## config.mk

```make
export PLATFORM = sky130hd
export DESIGN_NAME = intersection_phase_scheduler
export DESIGN_NICKNAME = d
export VERILOG_FILES = /design/src/rtl/intersection_phase_scheduler.sv
export SDC_FILE = /design/constraint.sdc
export NUM_CORES = 1
export LEC_CHECK = 0
export CAP_MARGIN = 20
export CORE_ASPECT_RATIO = 0.5
export CORE_UTILIZATION = 50
export CTS_CLUSTER_SIZE = 40
export DETAILED_ROUTE_END_ITERATION = 12
export PLACE_DENSITY = 0.71
export SLEW_MARGIN = 20
export SYNTH_ARGS = -nofsm -noshare
export SYNTH_HDL_FRONTEND = slang
export SYNTH_SLANG_ARGS = --single-unit
```

## constraint.sdc

```tcl
create_clock -name clk_i -period 4 [get_ports clk_i]
set_input_delay 1 -clock clk_i [delete_from_list [all_inputs] [get_ports clk_i]]
set_output_delay 1 -clock clk_i [all_outputs]
set_load 0.02 [all_outputs]
```

## src/rtl/intersection_phase_scheduler.sv

```systemverilog
// Round-robin phase scheduler for one intersection shared by NUM_APP approaches.
// It grants green to one approach at a time. Each phase runs
// GREEN -> YELLOW -> ALLRED with min/max green, a fixed yellow time and a fixed
// all-red clearance time. An emergency preempt can steer the next grant.
//
// Ports:
//   clk_i         system clock, rising edge
//   rst_ni        synchronous active-low reset
//   req_i         per-approach sensor request (level or pulse)
//   preempt_i     emergency preempt active
//   preempt_id_i  approach to serve under preempt (ignored if >= NUM_APP)
//   green_o       one-hot or zero green lamps (registered)
//   yellow_o      one-hot or zero yellow lamps (registered)
//   red_o         ~(green_o | yellow_o) (registered)
//   active_id_o   approach currently green or yellow
//   pending_o     latched unserved requests
module intersection_phase_scheduler #(
  parameter int unsigned NUM_APP   = 4,
  parameter int unsigned ID_W      = 2,
  parameter int unsigned MIN_GREEN = 5,
  parameter int unsigned MAX_GREEN = 20,
  parameter int unsigned YELLOW_T  = 3,
  parameter int unsigned ALLRED_T  = 1,
  parameter int unsigned CNT_W     = 8
) (
  input  logic               clk_i,
  input  logic               rst_ni,
  input  logic [NUM_APP-1:0] req_i,
  input  logic               preempt_i,
  input  logic [ID_W-1:0]    preempt_id_i,
  output logic [NUM_APP-1:0] green_o,
  output logic [NUM_APP-1:0] yellow_o,
  output logic [NUM_APP-1:0] red_o,
  output logic [ID_W-1:0]    active_id_o,
  output logic [NUM_APP-1:0] pending_o
);

  localparam logic [CNT_W-1:0] MinGLast = CNT_W'(MIN_GREEN - 1);
  localparam logic [CNT_W-1:0] MaxGLast = CNT_W'(MAX_GREEN - 1);
  localparam logic [CNT_W-1:0] YelLast  = CNT_W'(YELLOW_T - 1);
  localparam logic [CNT_W-1:0] ArLast   = CNT_W'(ALLRED_T - 1);

  typedef enum logic [1:0] {StIdle, StGreen, StYellow, StAllRed} state_e;

  state_e             state_q, state_d;
  logic [CNT_W-1:0]   timer_q, timer_d;
  logic [ID_W-1:0]    last_q, last_d;
  logic [ID_W-1:0]    active_q, active_d;
  logic [NUM_APP-1:0] pending_q, pending_d;
  logic [NUM_APP-1:0] green_q, green_d;
  logic [NUM_APP-1:0] yellow_q, yellow_d;
  logic [NUM_APP-1:0] red_q, red_d;

  logic               pre_valid;
  logic [NUM_APP-1:0] cand;
  logic [NUM_APP-1:0] active_oh;
  logic [NUM_APP-1:0] others;
  logic               win_found;
  logic [ID_W-1:0]    win_id;
  logic               grant;
  int unsigned        idx;

  assign pre_valid = preempt_i && (32'(preempt_id_i) < NUM_APP);
  assign active_oh = NUM_APP'(1) << active_q;
  assign others    = pending_q & ~active_oh;

  // Winner selection: preempt target, else first candidate after last_q with wrap.
  // Scanning from the far end keeps the closest hit as the final assignment.
  always_comb begin
    cand      = pending_q | req_i;
    win_found = 1'b0;
    win_id    = '0;
    idx       = 0;
    if (pre_valid) begin
      win_found = 1'b1;
      win_id    = preempt_id_i;
    end else begin
      for (int k = int'(NUM_APP); k >= 1; k--) begin
        idx = (int'(last_q) + k) % NUM_APP;
        if (cand[idx]) begin
          win_found = 1'b1;
          win_id    = ID_W'(idx);
        end
      end
    end
  end

  always_comb begin
    state_d   = state_q;
    timer_d   = timer_q;
    last_d    = last_q;
    active_d  = active_q;
    green_d   = '0;
    yellow_d  = '0;
    pending_d = pending_q | req_i;
    grant     = 1'b0;

    unique case (state_q)
      StIdle: grant = 1'b1;
      StGreen: begin
        // The served approach's own sensor must not queue a repeat visit.
        pending_d = pending_q | (req_i & ~active_oh);
        green_d   = active_oh;
        if (pre_valid && (preempt_id_i == active_q)) begin
          // Hold green with a frozen timer.
        end else if (pre_valid ||
                     ((others != '0) &&
                      (((timer_q >= MinGLast) && !req_i[active_q]) || (timer_q == MaxGLast)))) begin
          state_d  = StYellow;
          timer_d  = '0;
          green_d  = '0;
          yellow_d = active_oh;
        end else if (timer_q != MaxGLast) begin
          timer_d = timer_q + CNT_W'(1);
        end
      end
      StYellow: begin
        yellow_d = active_oh;
        if (timer_q == YelLast) begin
          state_d  = StAllRed;
          timer_d  = '0;
          yellow_d = '0;
        end else begin
          timer_d = timer_q + CNT_W'(1);
        end
      end
      StAllRed: begin
        if (timer_q == ArLast) begin
          grant = 1'b1;
        end else begin
          timer_d = timer_q + CNT_W'(1);
        end
      end
      default: state_d = StIdle;
    endcase

    if (grant) begin
      timer_d = '0;
      if (win_found) begin
        state_d           = StGreen;
        green_d           = NUM_APP'(1) << win_id;
        active_d          = win_id;
        last_d            = win_id;
        pending_d[win_id] = 1'b0;
      end else begin
        state_d = StIdle;
      end
    end

    red_d = ~(green_d | yellow_d);
  end

  always_ff @(posedge clk_i) begin
    if (!rst_ni) begin
      state_q   <= StIdle;
      timer_q   <= '0;
      last_q    <= ID_W'(NUM_APP - 1);
      active_q  <= '0;
      pending_q <= '0;
      green_q   <= '0;
      yellow_q  <= '0;
      red_q     <= '1;
    end else begin
      state_q   <= state_d;
      timer_q   <= timer_d;
      last_q    <= last_d;
      active_q  <= active_d;
      pending_q <= pending_d;
      green_q   <= green_d;
      yellow_q  <= yellow_d;
      red_q     <= red_d;
    end
  end

  assign green_o     = green_q;
  assign yellow_o    = yellow_q;
  assign red_o       = red_q;
  assign active_id_o = active_q;
  assign pending_o   = pending_q;

endmodule

```

==> results_dict.tcl <==
set metrics [dict create \
    clock-sinks 30 \
    grt_pass1_vias 1386 \
    clkTransAtPathRegs_ps 70 \
    finalCriticalPeriod_ps 2970 \
    syn-num-nets 210 \
    hold_path_class "reg -> reg" \
    worst_hold_slack_ps 511 \
    vias 1556 \
    max-slew-margin-rel_pct 54.3 \
    async_flop_share_pct 0 \
    synth_area_leader_cell "dfxtp_1" \
    slew_viol_final 0 \
    peakVddDrop_v 0.000369 \
    grt_pass1_wl_mm 6.83 \
    yosysTopAreaCellShare_pct 35.4 \
    nFillCells 285 \
    dieArea_um2 3650 \
    utilization_pct 66.9 \
    chipWidth_um 84.4 \
    synth-main-ff-cell "dfxtp_1" \
    worst_pin_slew_ps 686 \
    synth_edf_count 0 \
    ys_ff_latch 30 \
    globalplace.congestion 0.977 \
    cts_tree "done" \
    setup_viol 0 \
    synthTopCellsByArea "dfxtp_1, ha_1, nor2_1" \
    root_buffer "clkbuf_8" \
    mappedNetlistArea_um2 1700 \
    htreeDepth 2 \
    row_count 14 \
    grt_max_degree 17 \
    clk_path_buf_depth 2 \
    finalHoldViolCount 0 \
    nets 240 \
    ctsHoldBuffers 0 \
    power.leakage_nw 0.764 \
    cp_data_arrival_time_ps 3140 \
    finalSetupTns_ps 0 \
    dr.pass1.iters 4 \
    fin_skew_ps 3.74 \
    ys_warn_count 0 \
    fin_crit_sh_pct 74.4 \
    drt_iter0_drc 77 \
    io_buffers 26 \
    coreArea_um2 3120 \
    grt_antenna_before_repair 0 \
    fmax_ghz 0.336 \
    drt-total-wl_mm 4.20 \
    post_cts_resize_count 0 \
    diodes 0 \
    end_kind "flip-flop" \
    io_pins 27 \
    drc 0 \
    vias_per_cell 5.92 \
    status "complete, no violations" \
    grt_util_all_layers_pct 25.1 \
    dp_hpwl_mm 3.01 \
    floorplan.initialDensity_pct 54.5 \
    rsz0062_at_grt "no" \
    ys_types 52 \
    cp-start-kind "primary input" \
    cts_made_buffers 5 \
    cp.required_ps 4170 \
    ys_seq_area_share_pct 35.4 \
    drtAntennaViolNets 0 \
    critical_path_class "in -> reg" \
    gr-total-overflow 0 \
    max_cap_violations 0 \
    routedWlPerCell_um 16.0 \
    clk_latency_ps 290 \
    syn_to_final_growth_pct 22.8 \
    die_y_um 43.2 \
    cts_setup_buffers 0 \
    path_max_fanout 8 \
    syn_inst 193 \
    p_per_area_nw_per_um2 625 \
    drive_gt1_share_pct 9.42 \
    syn_avg_cell_area_um2 8.80 \
]
==> through the flow <==
stage          cell area (um^2)  worst slack [ps]  instances  power, mW
2_1_floorplan              1700              1430        193      0.858
3_3_place_gp               2000               793        256       1.05
3_5_place_dp               2000               738        256       1.05
4_1_cts                    2090              1040        263       1.30
5_1_grt                    2090               895        263       1.39
6_report                   2090              1030        263       1.30
==> synthesized netlist by cell type, types with 2 or more instances <==
cell / count
and3_1: 5
nand3_1: 11
nor2_1: 19
a221oi_1: 2
a211oi_1: 3
clkbuf_1: 3
a32o_1: 5
xor2_1: 6
nor4_1: 3
xnor2_1: 3
nand2_1: 17
a32oi_1: 4
nor2b_1: 4
nor3_1: 3
inv_1: 9
o21ai_0: 4
nor3b_1: 2
a31oi_1: 2
nand4_1: 4
buf_2: 2
a21oi_1: 11
nand2b_1: 2
dfxtp_1: 30
ha_1: 8
or2_2: 2
and2_1: 3
==> flip-flops by register name, indices dropped and copies added (netlist names) <==
name         flops
state_q          2
last_q           2
timer_q          8
red_o            4
active_id_o      2
pending_o        4
yellow_o         4
green_o          4
==> power breakdown <==
group          switching, mW  total [mW]  internal [mW]
sequential            0.0789       0.439          0.360
combinational          0.362       0.619          0.258
clock                  0.127       0.245          0.119
==> cell families (layout without fill, tap and decap cells) <==
family	count (synthesis)	in the layout	synth area share (%)
AOI/OAI and AO/OA	50	50	24.5
DFF	30	30	35.4
xor gates and xnor gates	9	9	4.64
buffers and inverters	14	44	3.24
adders and majority gates	8	8	5.90
muxes	2	2	1.92
and+or+nand+nor	80	80	24.4
==> area by class of cell <==
cell class / count / area, um^2 / share of cell area [%]
Tap cell: 40 / 50.0 / 2.40
Sequential cell: 30 / 601 / 28.8
Multi-Input combinational cell: 149 / 1040 / 50.0
Clock inverter: 2 / 15.0 / 0.720
Timing Repair Buffer: 28 / 275 / 13.2
Inverter: 9 / 33.8 / 1.62
Clock buffer: 5 / 68.8 / 3.30
==> cell usage in the layout (no fill, tap or decap), types with 5 or more instances in the layout <==
master and n:
and3_1 5, xor2_1 6, nor2_1 19, clkbuf_8 5, a32o_1 5, inv_1 9, dfxtp_1 30, nand3_1 11
clkdlybuf4s50_1 26, nand2_1 17, ha_1 8, a21oi_1 11
==> final timing paths <==
kind	end	cells past startpoint	slack (ps)	startpoint
worst max-delay path	timer_q[7]$_SDFFE_PP0P_	7	1030	req_i[3]
worst max register to register	red_o[3]$_SDFF_PN1_	6	1410	timer_q[2]$_SDFFE_PP0P_
worst min register to register	timer_q[1]$_SDFFE_PP0P_	2	510	timer_q[1]$_SDFFE_PP0P_
worst min-delay path	timer_q[1]$_SDFFE_PP0P_	2	510	timer_q[1]$_SDFFE_PP0P_
==> worst max-delay path, stage by stage <==
cell	delay, ps
clkdlybuf4s50_1	490
mux4_2	530
o31a_1	160
o41ai_4	250
o21ba_2	230
o31ai_4	400
nor2_1	90
==> routing by layer <==
metal	vias up	GRT usage (%)	part of all wire (%)
met3	8	6.42	5.6
met5	-	0	0
li1	777	-	-
met2	45	36.6	42
met1	726	35.6	51
met4	0	9.49	1.5
Power figures use the tool's default switching activity.
